`config.mk`:
```
export PLATFORM = sky130hd
export DESIGN_NAME = dmem_lsu_ctrl_flat
export DESIGN_NICKNAME = d
export VERILOG_FILES = /design/src/rtl/dmem_lsu_ctrl_pkg.sv /design/src/rtl/dmem_lsu_ctrl_if.sv /design/src/rtl/dmem_lsu_ctrl_align.sv /design/src/rtl/dmem_lsu_ctrl.sv /design/src/flat_wrapper.sv
export SDC_FILE = /design/constraint.sdc
export NUM_CORES = 1
export LEC_CHECK = 0
export CAP_MARGIN = 20
export CORE_MARGIN = 4
export CORE_UTILIZATION = 45
export DETAILED_ROUTE_END_ITERATION = 6
export GPL_ROUTABILITY_DRIVEN = 0
export GPL_TIMING_DRIVEN = 0
export PLACE_DENSITY_LB_ADDON = 0.25
export SYNTH_ARGS = -nofsm -noshare
export SYNTH_HDL_FRONTEND = slang
export SYNTH_SLANG_ARGS = --single-unit
export TNS_END_PERCENT = 50
```
`constraint.sdc`:
```
create_clock -name clk -period 11.6 [get_ports clk]
set_clock_uncertainty 0.2 [all_clocks]
set_input_delay 2.9 -clock clk [delete_from_list [all_inputs] [get_ports clk]]
set_output_delay 2.9 -clock clk [all_outputs]
set_load 0.01 [all_outputs]
```
`src/rtl/dmem_lsu_ctrl_pkg.sv`:
```
// Shared types and constants for the data-memory load/store sequencer.
package rv_mem_pkg;

    localparam logic [2:0] F3_B  = 3'b000;
    localparam logic [2:0] F3_H  = 3'b001;
    localparam logic [2:0] F3_W  = 3'b010;
    localparam logic [2:0] F3_BU = 3'b100;
    localparam logic [2:0] F3_HU = 3'b101;

    // Wide enough for a read-latency down-count of up to 3 cycles
    localparam int LAT_CNT_W = 2;

    typedef enum logic [2:0] {
        IDLE,
        ISSUE,
        WAIT,
        WRITE,
        RESP
    } lsu_state_t;

    function automatic logic f3_illegal(input logic we, input logic [2:0] f3);
        case (f3)
            F3_B, F3_H, F3_W: return 1'b0;
            F3_BU, F3_HU:     return we;
            default:          return 1'b1;
        endcase
    endfunction

endpackage

```
`src/rtl/dmem_lsu_ctrl_if.sv`:
```
// Core-side request/response channel of the load/store sequencer.
interface dmem_lsu_ctrl_if;

    logic        req_valid;
    logic        req_ready;
    logic        req_we;
    logic [2:0]  req_funct3;
    logic [31:0] req_addr;
    logic [31:0] req_wdata;
    logic        resp_valid;
    logic [31:0] resp_rdata;
    logic        resp_err;

    modport master (
        output req_valid, req_we, req_funct3, req_addr, req_wdata,
        input  req_ready, resp_valid, resp_rdata, resp_err
    );

    modport slave (
        input  req_valid, req_we, req_funct3, req_addr, req_wdata,
        output req_ready, resp_valid, resp_rdata, resp_err
    );

endinterface

```
`src/rtl/dmem_lsu_ctrl_align.sv`:
```
// Byte/half lane handling: load extract with sign/zero extension and
// read-modify-write merge for sub-word stores.
module lsu_align
    import rv_mem_pkg::*;
(
    input  logic [31:0] word,
    input  logic [1:0]  lane,
    input  logic [2:0]  funct3,
    input  logic [31:0] wdata,
    output logic [31:0] load_data,
    output logic [31:0] store_word
);

    logic [7:0]  byte_v;
    logic [15:0] half_v;

    always_comb begin
        byte_v = word[{lane, 3'b000} +: 8];
        half_v = lane[1] ? word[31:16] : word[15:0];

        case (funct3)
            F3_B:    load_data = {{24{byte_v[7]}}, byte_v};
            F3_BU:   load_data = {24'd0, byte_v};
            F3_H:    load_data = {{16{half_v[15]}}, half_v};
            F3_HU:   load_data = {16'd0, half_v};
            default: load_data = word;
        endcase

        store_word = word;
        case (funct3)
            F3_B: store_word[{lane, 3'b000} +: 8] = wdata[7:0];
            F3_H: begin
                if (lane[1]) store_word[31:16] = wdata[15:0];
                else         store_word[15:0]  = wdata[15:0];
            end
            default: store_word = wdata;
        endcase
    end

endmodule

```
`src/rtl/dmem_lsu_ctrl.sv`:
```
// Load/store sequencer between the core memory stage and BRAM port B.
// Sub-word stores are done as read-modify-write since the BRAM has no byte lanes.
//
//  state | meaning
//  IDLE  | ready for a request
//  ISSUE | BRAM access (read, or the write of a full-word store)
//  WAIT  | counting out the BRAM read latency, data taken on the last cycle
//  WRITE | write back the merged word of a byte/half store
//  RESP  | one-cycle response to the core
module dmem_lsu_ctrl
    import rv_mem_pkg::*;
#(
    parameter int          ADDR_W    = 10,
    parameter int          RD_LAT    = 1,
    parameter logic [31:0] BASE_ADDR = 32'h0000_0000
) (
    input  logic              clk,
    input  logic              rst,
    dmem_lsu_ctrl_if.slave    core,
    output logic              bram_en,
    output logic              bram_we,
    output logic [ADDR_W-1:0] bram_addr,
    output logic [31:0]       bram_din,
    input  logic [31:0]       bram_dout
);

    lsu_state_t           state;
    logic                 we_q;
    logic [2:0]           f3_q;
    logic [1:0]           lane_q;
    logic [31:0]          wdata_q;
    logic [LAT_CNT_W-1:0] lat_cnt;

    logic [31:0] offset;
    logic        misalign;
    logic        out_of_win;
    logic        req_err;
    logic        accept;
    logic        is_sw_q;
    logic [31:0] load_data;
    logic [31:0] store_word;

    // The window base is word-aligned, so offset low bits equal addr low bits
    assign offset     = core.req_addr - BASE_ADDR;
    assign out_of_win = |(offset >> (ADDR_W + 2));
    assign misalign   = ((core.req_funct3 == F3_H || core.req_funct3 == F3_HU) && offset[0])
                      || (core.req_funct3 == F3_W && offset[1:0] != 2'b00);
    assign req_err    = f3_illegal(core.req_we, core.req_funct3) || misalign || out_of_win;
    assign accept     = core.req_valid && core.req_ready;
    assign is_sw_q    = we_q && (f3_q == F3_W);

    lsu_align u_align (
        .word       (bram_dout),
        .lane       (lane_q),
        .funct3     (f3_q),
        .wdata      (wdata_q),
        .load_data  (load_data),
        .store_word (store_word)
    );

    always_ff @(posedge clk or posedge rst) begin
        if (rst) begin
            state           <= IDLE;
            we_q            <= 1'b0;
            f3_q            <= '0;
            lane_q          <= '0;
            wdata_q         <= '0;
            lat_cnt         <= '0;
            core.req_ready  <= 1'b1;
            core.resp_valid <= 1'b0;
            core.resp_rdata <= '0;
            core.resp_err   <= 1'b0;
            bram_en         <= 1'b0;
            bram_we         <= 1'b0;
            bram_addr       <= '0;
            bram_din        <= '0;
        end else begin
            case (state)
                IDLE: begin
                    if (accept) begin
                        we_q           <= core.req_we;
                        f3_q           <= core.req_funct3;
                        lane_q         <= offset[1:0];
                        wdata_q        <= core.req_wdata;
                        core.req_ready <= 1'b0;
                        if (req_err) begin
                            state           <= RESP;
                            core.resp_valid <= 1'b1;
                            core.resp_err   <= 1'b1;
                        end else begin
                            state     <= ISSUE;
                            bram_en   <= 1'b1;
                            bram_addr <= offset[ADDR_W+1:2];
                            if (core.req_we && core.req_funct3 == F3_W) begin
                                bram_we  <= 1'b1;
                                bram_din <= core.req_wdata;
                            end
                        end
                    end
                end
                ISSUE: begin
                    bram_en  <= 1'b0;
                    bram_we  <= 1'b0;
                    bram_din <= '0;
                    if (is_sw_q) begin
                        state           <= RESP;
                        core.resp_valid <= 1'b1;
                    end else begin
                        state   <= WAIT;
                        lat_cnt <= LAT_CNT_W'(RD_LAT - 1);
                    end
                end
                WAIT: begin
                    if (lat_cnt == '0) begin
                        if (we_q) begin
                            state    <= WRITE;
                            bram_en  <= 1'b1;
                            bram_we  <= 1'b1;
                            bram_din <= store_word;
                        end else begin
                            state           <= RESP;
                            core.resp_valid <= 1'b1;
                            core.resp_rdata <= load_data;
                        end
                    end else begin
                        lat_cnt <= lat_cnt - 1'b1;
                    end
                end
                WRITE: begin
                    bram_en         <= 1'b0;
                    bram_we         <= 1'b0;
                    bram_din        <= '0;
                    state           <= RESP;
                    core.resp_valid <= 1'b1;
                end
                RESP: begin
                    core.resp_valid <= 1'b0;
                    core.resp_rdata <= '0;
                    core.resp_err   <= 1'b0;
                    core.req_ready  <= 1'b1;
                    state           <= IDLE;
                end
                default: state <= IDLE;
            endcase
        end
    end

endmodule

```
`src/flat_wrapper.sv`:
```
// flat-port wrapper written by rule: the top's interface ports become plain ports
module dmem_lsu_ctrl_flat import rv_mem_pkg::*;
#(
    parameter int          ADDR_W    = 10,
    parameter int          RD_LAT    = 1,
    parameter logic [31:0] BASE_ADDR = 32'h0000_0000
)
  (clk, rst, bram_en, bram_we, bram_addr, bram_din, bram_dout, core_req_valid, core_req_we, core_req_funct3, core_req_addr, core_req_wdata, core_req_ready, core_resp_valid, core_resp_rdata, core_resp_err);
  dmem_lsu_ctrl_if core_i ();
  input  logic clk;
  input  logic rst;
  output logic bram_en;
  output logic bram_we;
  output logic [ADDR_W-1:0] bram_addr;
  output logic [31:0] bram_din;
  input  logic [31:0] bram_dout;
  input wire logic [$bits(core_i.req_valid)-1:0] core_req_valid;
  input wire logic [$bits(core_i.req_we)-1:0] core_req_we;
  input wire logic [$bits(core_i.req_funct3)-1:0] core_req_funct3;
  input wire logic [$bits(core_i.req_addr)-1:0] core_req_addr;
  input wire logic [$bits(core_i.req_wdata)-1:0] core_req_wdata;
  output wire logic [$bits(core_i.req_ready)-1:0] core_req_ready;
  output wire logic [$bits(core_i.resp_valid)-1:0] core_resp_valid;
  output wire logic [$bits(core_i.resp_rdata)-1:0] core_resp_rdata;
  output wire logic [$bits(core_i.resp_err)-1:0] core_resp_err;
  assign core_i.req_valid = core_req_valid;
  assign core_i.req_we = core_req_we;
  assign core_i.req_funct3 = core_req_funct3;
  assign core_i.req_addr = core_req_addr;
  assign core_i.req_wdata = core_req_wdata;
  assign core_req_ready = core_i.req_ready;
  assign core_resp_valid = core_i.resp_valid;
  assign core_resp_rdata = core_i.resp_rdata;
  assign core_resp_err = core_i.resp_err;
  dmem_lsu_ctrl #(.ADDR_W(ADDR_W), .RD_LAT(RD_LAT), .BASE_ADDR(BASE_ADDR)) u_core (.clk(clk), .rst(rst), .core(core_i), .bram_en(bram_en), .bram_we(bram_we), .bram_addr(bram_addr), .bram_din(bram_din), .bram_dout(bram_dout));
endmodule
```
* Yosys cells after proc, flatten, opt, wreduce, memory -nomap -nowiden
Cells that the tools add are included.
W data, S select, Z words.
** Cells by class
- Add/sub/neg operators :: 2
- Equal/unequal tests :: 22
- Shifts and indexed selects :: 3
- Muxes and demuxes :: 43
- Bitwise logic cells :: 1
- Reduce and logical (&&, ||, !) cells :: 33
** Operators by type and width (count)
- $mux W32 :: 7
- $pmux W32 S2 :: 2
- $pmux W32 S4 :: 1
- $pmux W32 S3 :: 1
- $mux W16 :: 3
- $bwmux W32 :: 1
- $shift A8 B7 Y32 const A :: 1
- $shiftx A32 B6 Y8 :: 1
- $shiftx A8 B7 Y32 :: 1
- $reduce_or A20 Y1 :: 1
- $eq A3 B3 Y1 const B :: 5
- $mux W3 :: 5
- $mux W1 :: 13
- $eq A3 B2 Y1 const B :: 4
- $ne A2 B1 Y1 const B :: 6
- $pmux W3 S4 :: 1
- $reduce_and A3 Y1 :: 4
- $reduce_and A6 Y1 :: 2
- $eq A3 B1 Y1 const B :: 3
- $logic_not A3 Y1 :: 3
- $ne A2 B2 Y1 const B :: 4
- $reduce_bool A2 Y1 :: 4
- $neg A5 Y7 :: 1
- $pmux W1 S2 :: 3
- other kinds (15) :: 27
** Word-level totals
- Flip-flop bits (word level) :: 122
- Bits of input ports :: 103
- Output and inout port bits :: 79
- Word-level logic and storage cells :: 118

* Depth between registers and ports, before layout
Gate-level depths: netlist (run 1).
- Depth after elaboration :: 9
- Mapped depth :: 11
- Depth with buffers taken out :: 7

* Cells and area by module
From an unflattened synthesis (run 1), not the netlist that was laid out.
** Unflattened totals
- Cell total of the unflattened synthesis :: 697
- Area, all modules :: 6981.7 µm²
** By module, submodules not included
- dmem_lsu_ctrl :: instances 1, cells each 426, area each 5320.1 µm², sequential area each 3054.2 µm²
- lsu_align :: instances 1, cells each 271, area each 1661.6 µm², sequential area each 0.0 µm²

* Worst setup path before layout (run 1)
Ideal clock, no wire load.
- Kind :: input -> register
- Start point :: input port core_req_funct3[2]
- End point :: register u_core.bram_din[12]
- Library setup time :: 0.125 ns
- Arrival time :: 4.348 ns
- Data required time :: 11.275 ns
- Slack :: 6.927 ns
- Cell stages on the path :: 6
- Path buffers :: 1
- Path through :: o41ai_1 > nand3_1 > nor2_1 > o221ai_2 > buf_6 > mux2_4
** Between the ends
- Longest elaborated chain between the ends :: 8
- Elaborated cells on any way between the ends :: 18
- Classes of those cells :: eq/ne: 6; mux: 1; reduce/logical: 11
** RTL lines
- from (decl) :: line flat_wrapper.sv:19 : input wire logic [$bits(core_i.req_funct3)-1:0] core_req_funct3;
- branches (longest 7 deep; another with $eq A3 B2 Y1)
- $reduce_and A6 Y1 (no source line) *
- to (signal assigned) :: line dmem_lsu_ctrl.sv:96 : bram_din <= core.req_wdata;
- to (signal assigned) :: line dmem_lsu_ctrl.sv:119 : bram_din <= store_word;
- to (decl) :: line dmem_lsu_ctrl.sv:23 : output logic [31:0] bram_din,
Every way passes the cells marked *.
A chain may end at the register's enable or synchronous reset.

* Final worst setup path (run 1)
- Start point :: input port core_req_funct3[2]
- End point :: register u_core.bram_din[29]
The elaborated chain is that of the path after synthesis.

==> results of run 1 <==
final cells by class:
cell class | instances | area, um2 | share of cell area
multi-input combinational | 440 | 3080 | 0.338
sequential | 122 | 3050 | 0.335
timing repair buffer | 182 | 1840 | 0.202
clock buffer | 22 | 464 | 0.0510
tap | 180 | 225 | 0.0247
buffer | 46 | 198 | 0.0217
clock inverter | 9 | 145 | 0.0159
inverter | 25 | 98.8 | 0.0109
synthesized netlist by cell type (8+ instances only):
| cell | number | share of area |
|---|---|---|
| inv_1 | 25 | 0.015 |
| mux2_2 | 17 | 0.030 |
| mux4_2 | 8 | 0.028 |
| a221o_1 | 16 | 0.025 |
| clkbuf_1 | 32 | 0.019 |
| nor2_1 | 9 | 0.0053 |
| dfrtp_1 | 121 | 0.47 |
| a22oi_1 | 15 | 0.018 |
| nand2_1 | 137 | 0.080 |
| a22o_1 | 17 | 0.023 |
| a21oi_1 | 10 | 0.0078 |
| nand3_1 | 20 | 0.016 |
| o21ai_0 | 40 | 0.031 |
| and3_1 | 9 | 0.0088 |
| a222oi_1 | 20 | 0.031 |
| mux2i_1 | 17 | 0.026 |
| o211ai_1 | 8 | 0.0093 |
| a221oi_1 | 10 | 0.014 |
| mux2_4 | 14 | 0.033 |
| buf_2 | 8 | 0.0062 |
sequential cells by signal, indices dropped and copies added, names as in the netlist:
signal and cells:
u_core.state 3, u_core.wdata_q 32, u_core.core.resp_valid 1, u_core.bram_en 1, u_core.core.req_ready 1, u_core.bram_we 1
u_core.core.resp_err 1, u_core.core.resp_rdata 32, u_core.bram_din 32, u_core.f3_q 3, u_core.lat_cnt 2, u_core.bram_addr 10
u_core.lane_q 2, u_core.we_q 1
worst max path at each step:
stage               slack [ns]               start                         endpoint
finish                    6.52  core_req_funct3[2]  u_core.bram_din[29]$_DFFE_PP0P_
CTS                       6.54  core_req_funct3[2]  u_core.bram_din[15]$_DFFE_PP0P_
detailed placement        6.09  core_req_funct3[2]   u_core.bram_din[8]$_DFFE_PP0P_
global route              6.37  core_req_funct3[0]  u_core.bram_din[14]$_DFFE_PP0P_
global placement          3.68                 rst  u_core.bram_din[10]$_DFFE_PP0P_
floorplan                 5.26                 rst  u_core.bram_addr[0]$_DFFE_PP0P_
per-stage QoR:
step	area (um2)	worst slack (ns)	instances	hold WS [ns]	total power, mW
final	9100	6.52	1026	0.281	1.84
after global routing	9100	6.37	1026	0.304	1.92
after CTS	9100	6.54	1026	0.274	1.82
after detailed placement	8490	6.09	995	0.262	1.26
after global placement	8460	3.68	994	0.255	1.24
after floorplan	6420	5.26	633	0.245	1.00
routing by layer:
metal	vias to the layer above	track usage	wire length, um
met4	2	0.153	1230
li1	2743	-	-
met1	3047	0.361	8570
met2	483	0.422	10000
met5	-	0	13
met3	107	0.0694	2540
worst max-delay path: stages:
cell,delay (ns)
clkdlybuf4s50_1,0.48
o41ai_1,0.38
nand3_1,0.23
nor2_1,0.34
o221ai_2,0.29
buf_6,0.24
mux2_4,0.30
power groups by stage:
stage / registers (mW) / clock network, mW / logic (mW)
floorplan: 0.593 / 0 / 0.411
global placement: 0.605 / 0 / 0.635
detailed placement: 0.609 / 0 / 0.656
CTS: 0.604 / 0.557 / 0.661
global route: 0.615 / 0.577 / 0.728
finish: 0.609 / 0.551 / 0.679
logic make-up after synthesis:
family                     count (synthesis)  synth area share
AOI/OAI and AO/OA                        165             0.196
DFF                                      122             0.475
buffers and inverters                     71            0.0454
muxes                                     56             0.117
adders and majority gates                  6            0.0117
and+or+nand+nor                          213             0.154
==> run metrics, run 1 <==
status=finished clean; FF+latch count, synth=122; die area=16300 um2; cell-internal power=1.18 mW; area grow syn2layout=41.7%; Antenna Cells=0; worst reg2reg setup slack=7.96 ns; H-tree depth=4; worst-path fanout max=10; GR Overflow Total=0; Via density=6.22; most frequent cells in the layout=clkdlybuf4s50_1 (181), nand2_1 (137), dfrtp_1 (121); post-CTS sizing=0; layout cells sized above 1=0.106; R2R Path Start=u_core.lane_q[1]$_DFFE_PP0P_; top_reg_cell synth=dfrtp_1; R2R depth=9; layout net count=943; fin util=0.653; number of I/O port buffers=181; syn_nets=742; CP Launch Type=input port; MaxCap Viol Count=0; register area share after synthesis=0.475; critical path class=input port to flip-flop; wire per inst=21.8 um; sequential power share=0.331; Syn Std Cell Area=6420 um2; # DRC=0; Final Hold Viols=0; worst slew pin tran=1.13 ns; RSZ-0062 raised after global routing=false; drt pass-1 iters=7; TritonCTS Buffers=17; Final setup viols=0; die width=127 um; worst endpoint data arrival time=5.18 ns; final wirelength=22400 um; hold crit path type=flip-flop to flip-flop; CTS Buffer Depth=2; First DRT Iteration DRCs=896; fmax=197 MHz; ys async rst share=1.00; Final period util=0.438; Reg-to-Reg End=u_core.bram_din[16]$_DFFE_PP0P_; dpl hpwl=16700 um; CTS tree=built; CTS Hold Bufs=0; initial antenna violation count=1; Avg Cell Area, Syn=10.1 um2; Netlist cell types=55; Post-synth EDFFs=0; Sw Ratio=0.361; clock network power share=0.300; fill count=1105; Clock Tree Root=clkbuf_16; Pwr Density=202 nW/um2; I/O pin total=182; maximum vdd ir drop=0.113 mV; Hold EP=u_core.core.resp_rdata[8]$_DFFE_PP0P_; min Tclk post-route=5.08 ns; yosys warns=0; Initial Util=0.461; core footprint=13900 um2; antenna-violating nets left=0; largest net degree at the start of global routing=64; vias in the first global route=6454; # rows=43; Slew Limit Fails=0; worst skew pair latency=0.42 ns; share of total power in combinational logic=0.369; die height=127 um; Vias=6382; Hold Crit Start=u_core.core.resp_rdata[8]$_DFFE_PP0P_; Hold Path Depth=2; clock-pin slew on the worst setup and hold paths=0.05 ns; cell leakage power=4.23 nW; Worst Setup End Kind=flip-flop; All-Layer GR Usage=0.277; post-CTS setup buffers=0; most common library cell in the layout ignoring fill and taps=clkdlybuf4s50_1; Gate Count Post-Synth=633; clk sinks=122; WP data required=11.70 ns; Setup TNS=0 ns; Slew HR=0.241; Net Sw Power=663 uW; first-pass GRT wire length=34900 um
No activity file was read; power rests on OpenSTA's default activity.
==> run 2, diff against run 1 <==
clock period = 5.2 ns   (was 11.6 ns; I/O delays follow)
==> run metrics, run 2 (synthesis results as in run 1) <==
CTS Hold Bufs=0 (unchanged); I/O pin total=182 (unchanged); First DRT Iteration DRCs=902 (+0.67%); critical path class=flip-flop to flip-flop; Placement Setup Slack=1.29 ns (-4.80 ns); Final period util=0.702; # rows=43 (unchanged); Slew HR=0.233 (-0.00769); Slew Limit Fails=0 (unchanged); area grow syn2layout=41.7% (unchanged); final wirelength=22300 um (-0.19%); H-tree depth=4 (unchanged); antenna-violating nets left=0 (unchanged); fin util=0.653 (unchanged); clk sinks=122 (unchanged); max incr delay on CP=0.59 ns (+0.11 ns); total power=4.10 mW (+120%); Final Hold Viols=0 (unchanged); hold crit path type=flip-flop to flip-flop; Vias=6386 (+0.063%); CTS Buffer Depth=2 (unchanged); WP data required=5.33 ns (-6.37 ns); clock-pin slew on the worst setup and hold paths=0.05 ns (about the same); die area=16300 um2 (unchanged); RSZ-0062 raised after global routing=false; crit path cell chain=buf_2 > buf_1 > inv_1 > clkbuf_1 > ha_1 > or4b_1 > a211oi_2 > a222oi_1 > mux2i_1; placed insts=995 (unchanged); worst slew pin tran=1.14 ns (+0.0115 ns); setup ws final=1.55 ns (-4.97 ns); Pwr Density=450 nW/um2 (+120%); initial antenna violation count=1 (unchanged); worst-path fanout max=12 (+2); Initial Util=0.461 (unchanged); layout cells sized above 1=0.106 (unchanged); Hold WS=0.277 ns (-0.00372 ns); MaxCap Viol Count=0 (unchanged); most common library cell in the layout ignoring fill and taps=clkdlybuf4s50_1; first-pass GRT wire length=34900 um (about the same); worst skew pair latency=0.42 ns (about the same); CP max-delay cell=a211oi_2; All-Layer GR Usage=0.277 (about the same); largest net degree at the start of global routing=64 (unchanged); Setup TNS=0 ns (unchanged); core footprint=13900 um2 (unchanged); drt pass-1 iters=7 (unchanged); Clock Tree Root=clkbuf_16; TritonCTS Buffers=17 (unchanged); post-CTS sizing=0 (unchanged); Antenna Cells=0 (unchanged); cell leakage power=4.23 nW (unchanged); GR Overflow Total=0 (unchanged); maximum vdd ir drop=0.249 mV (+120%); Via density=6.22 (about the same); final instance area=9100 um2 (unchanged); number of I/O port buffers=181 (unchanged); vias in the first global route=6450 (-0.062%); Worst Setup End Kind=flip-flop; most frequent cells in the layout=clkdlybuf4s50_1 (181), nand2_1 (137), dfrtp_1 (121); die width=127 um (unchanged); CP Launch Type=flip-flop; worst reg2reg setup slack=1.55 ns (-6.41 ns); Regs by FF count=u_core.bram_din: 32 flops, u_core.core.resp_rdata: 32 flops, u_core.wdata_q: 32 flops; status=complete, but fails checks; failing checks=DRC; min Tclk post-route=3.65 ns; fmax=274 MHz; # DRC=1 (+1); final std cells w/o fill=1026 (unchanged); post-CTS setup buffers=0 (unchanged); wire per inst=21.8 um (-0.19%); layout net count=943 (unchanged); CTS tree=built; fill count=1105 (unchanged); worst endpoint data arrival time=3.78 ns (-1.40 ns); die height=127 um (unchanged); dpl hpwl=16700 um (unchanged); Post-DP Area=8490 um2 (unchanged); Final setup viols=0 (unchanged)
[run 2: cell counts in the layout (fill, tap and decap cells not counted)]
No cell type changed its count.
[run 2: where the power goes]
group          switching (mW)  internal [mW]
combinational           0.869          0.644
clock                   0.408          0.819
sequential              0.199           1.16
[run 2: path summary, 6_finish.rpt]
path,start,to,cells after the start
setup / recovery,u_core.lane_q[1]$_DFFE_PP0P_,u_core.bram_din[18]$_DFFE_PP0P_,9
max in group asynchronous,rst,u_core.core.req_ready$_DFFE_PP1P_,3
setup reg to reg,u_core.lane_q[1]$_DFFE_PP0P_,u_core.bram_din[18]$_DFFE_PP0P_,9
hold / removal,u_core.core.resp_rdata[8]$_DFFE_PP0P_,u_core.core.resp_rdata[8]$_DFFE_PP0P_,2
min in group asynchronous,rst,u_core.core.resp_rdata[10]$_DFFE_PP0P_,2
hold reg to reg,u_core.core.resp_rdata[8]$_DFFE_PP0P_,u_core.core.resp_rdata[8]$_DFFE_PP0P_,2
[run 2: metal layers]
metal	up-vias	global-route usage	wire length [um]
li1	2742	-	-
met2	480	0.423	10200
met4	2	0.151	1110
met3	103	0.0694	2340
met5	-	0	13
met1	3059	0.363	8670
[run 2: worst max-delay path: cells and delay by family (launching register included)]
family | cells | cell delay, ns
flip-flops | 1 | 0.40
multiplexers | 1 | 0.18
AO/OA/AOI/OAI | 2 | 0.80
adder cells (fa/ha/maj) | 1 | 0.44
AND/OR/NAND/NOR | 1 | 0.46
buffers and inverters | 4 | 1.09
[run 2: final cells by class]
cell class	instances	area (um2)	share of cell area
Buffer	46	198	0.0217
Clock buffer	22	464	0.0510
Clock inverter	9	145	0.0159
Inverter	25	98.8	0.0109
Multi-Input combinational cell	440	3080	0.338
Sequential cell	122	3050	0.335
Tap cell	180	225	0.0247
Timing Repair Buffer	182	1840	0.202
==> run 3, diff against run 2 <==
clock period = 3.5 ns   (was 5.2 ns; I/O delays follow)
==> run metrics, run 3 (synthesis results as in run 1) <==
cell leakage power=4.22 nW (-0.28%); Post-DP Area=8530 um2 (+0.37%); Hold WS=0.272 ns (-0.00509 ns); max incr delay on CP=0.50 ns (-0.09 ns); worst reg2reg setup slack=0.30 ns (-1.25 ns); initial antenna violation count=2 (+1); Reg-to-Reg End=u_core.bram_din[16]$_DFFE_PP0P_; fin util=0.655 (+0.00153); # rows=43 (unchanged); M1 wire length=8290 um (-4.5%); R2R Path Start=u_core.lane_q[1]$_DFFE_PP0P_; vias in the first global route=6460 (+0.16%); Hold Path Depth=2 (unchanged); MaxCap Viol Count=0 (unchanged); failing checks=DRC; wire per inst=21.5 um (-1.2%); Placement Setup Slack=-0.0550 ns (-1.35 ns); Regs by FF count=u_core.bram_din: 32 flops, u_core.core.resp_rdata: 32 flops, u_core.wdata_q: 32 flops; core footprint=13900 um2 (unchanged); Initial Util=0.461 (unchanged); clk sinks=122 (unchanged); setup ws final=0.301 ns (-1.25 ns); WP data required=3.64 ns (-1.69 ns); Pwr Density=659 nW/um2 (+46%); area grow syn2layout=42.0%; dpl hpwl=16800 um (+0.98%); RSZ-0062 raised after global routing=false; Hold Crit Start=u_core.core.resp_rdata[8]$_DFFE_PP0P_; met2 WL=10200 um (+0.53%); # DRC=3 (+2); fmax=313 MHz (+14%); worst endpoint data arrival time=3.34 ns (-0.44 ns); die height=127 um (unchanged); CP max-delay cell=or4b_1; min Tclk post-route=3.20 ns (-0.451 ns); status=complete, but fails checks; critical path class=flip-flop to flip-flop; First DRT Iteration DRCs=835 (-7.4%); antenna-violating nets left=0 (unchanged); crit path cell chain=buf_2 > inv_1 > clkbuf_1 > ha_1 > or4b_1 > a211oi_4 > a222oi_1 > mux2i_1; CTS tree=built; top routing layer used=met5; I/O pin total=182 (unchanged); post-CTS setup buffers=0 (unchanged); Final Hold Viols=0 (unchanged); post-CTS sizing=1 (+1); Via density=6.13 (-1.5%); most frequent cells in the layout=clkdlybuf4s50_1 (181), nand2_1 (137), dfrtp_1 (121); Clock Tree Root=clkbuf_16; die area=16300 um2 (unchanged); CTS Buffer Depth=2 (unchanged); Worst Setup End Kind=flip-flop; drt pass-1 iters=7 (unchanged); total power=6.01 mW (+47%); Final setup viols=0 (unchanged); routed wl met3=2630 um (+13%); Antenna Cells=0 (unchanged); die width=127 um (unchanged); GR Overflow Total=0 (unchanged); clock-pin slew on the worst setup and hold paths=0.06 ns (about the same); largest net degree at the start of global routing=45 (-30%); CTS Hold Bufs=0 (unchanged); final wirelength=22100 um (-1.1%); layout net count=944 (+0.11%); first-pass GRT wire length=34800 um (-0.43%); worst skew pair latency=0.43 ns (about the same); CP Launch Type=flip-flop; layout cells sized above 1=0.111 (+0.00447); worst slew pin tran=1.09 ns (-0.0468 ns); fill count=1107 (+0.18%); final instance area=9130 um2 (+0.23%); H-tree depth=4 (unchanged); Final period util=0.914 (+0.212); number of I/O port buffers=181 (unchanged); TritonCTS Buffers=17 (unchanged); maximum vdd ir drop=0.316 mV (+27%); R2R depth=8 (-1); most common library cell in the layout ignoring fill and taps=clkdlybuf4s50_1; Vias=6300 (-1.3%); hold crit path type=flip-flop to flip-flop; Slew Limit Fails=0 (unchanged); worst-path fanout max=19 (+7); Slew HR=0.265 (+0.0314); All-Layer GR Usage=0.276 (-0.000760); Hold EP=u_core.core.resp_rdata[8]$_DFFE_PP0P_
[run 3: worst max path at each step]
stage / startpoint / to / slack, ns / depth (start not counted)
after global placement: rst / u_core.bram_din[8]$_DFFE_PP0P_ / -0.15 / 2
after floorplan: u_core.lane_q[1]$_DFFE_PP0P_ / u_core.bram_din[17]$_DFFE_PP0P_ / 0.58 / 9
final: u_core.lane_q[1]$_DFFE_PP0P_ / u_core.bram_din[16]$_DFFE_PP0P_ / 0.30 / 8
after CTS: u_core.lane_q[1]$_DFFE_PP0P_ / u_core.bram_din[19]$_DFFE_PP0P_ / 0.03 / 9
after global routing: u_core.lane_q[1]$_DFFE_PP0P_ / u_core.bram_din[19]$_DFFE_PP0P_ / 0.02 / 8
after detailed placement: u_core.lane_q[1]$_DFFE_PP0P_ / u_core.bram_din[19]$_DFFE_PP0P_ / -0.06 / 9
[run 3: per-layer routing]
metal / up-vias / GRT usage
li1: 2756 / -
met1: 3027 / 0.354
met5: - / 0
met4: 4 / 0.118
met3: 81 / 0.0870
met2: 432 / 0.434
[run 3: area by class of cell]
cell class / count / area (um2) / share of cell area
Clock buffer: 20 / 447 / 0.0490
Multi-Input combinational cell: 440 / 3090 / 0.338
Tap cell: 180 / 225 / 0.0247
Inverter: 25 / 97.6 / 0.0107
Buffer: 45 / 194 / 0.0213
Timing Repair Buffer: 184 / 1870 / 0.205
Sequential cell: 122 / 3050 / 0.335
Clock inverter: 12 / 149 / 0.0163
[run 3: power breakdown]
group | switching [mW] | internal (mW) | total, mW
Sequential | 0.293 | 1.72 | 2.01
Clock | 0.634 | 1.13 | 1.77
Combinational | 1.28 | 0.958 | 2.23
Total | 2.20 | 3.81 | 6.01
[run 3: worst max-delay path: cells and delay by family, from the launching register on]
kind | cells | cell delay [ns]
muxes | 1 | 0.17
buffers and inverters | 3 | 0.79
AOI/OAI and AO/OA | 2 | 0.62
and+or+nand+nor | 1 | 0.50
DFF | 1 | 0.39
adders and majority gates | 1 | 0.43
[run 3: per-stage QoR]
step / setup TNS (ns) / instances
global placement: -17.74 / 994
detailed placement: -0.171 / 997
finish: 0 / 1028
global route: 0 / 1028
CTS: 0 / 1029
floorplan: 0 / 633
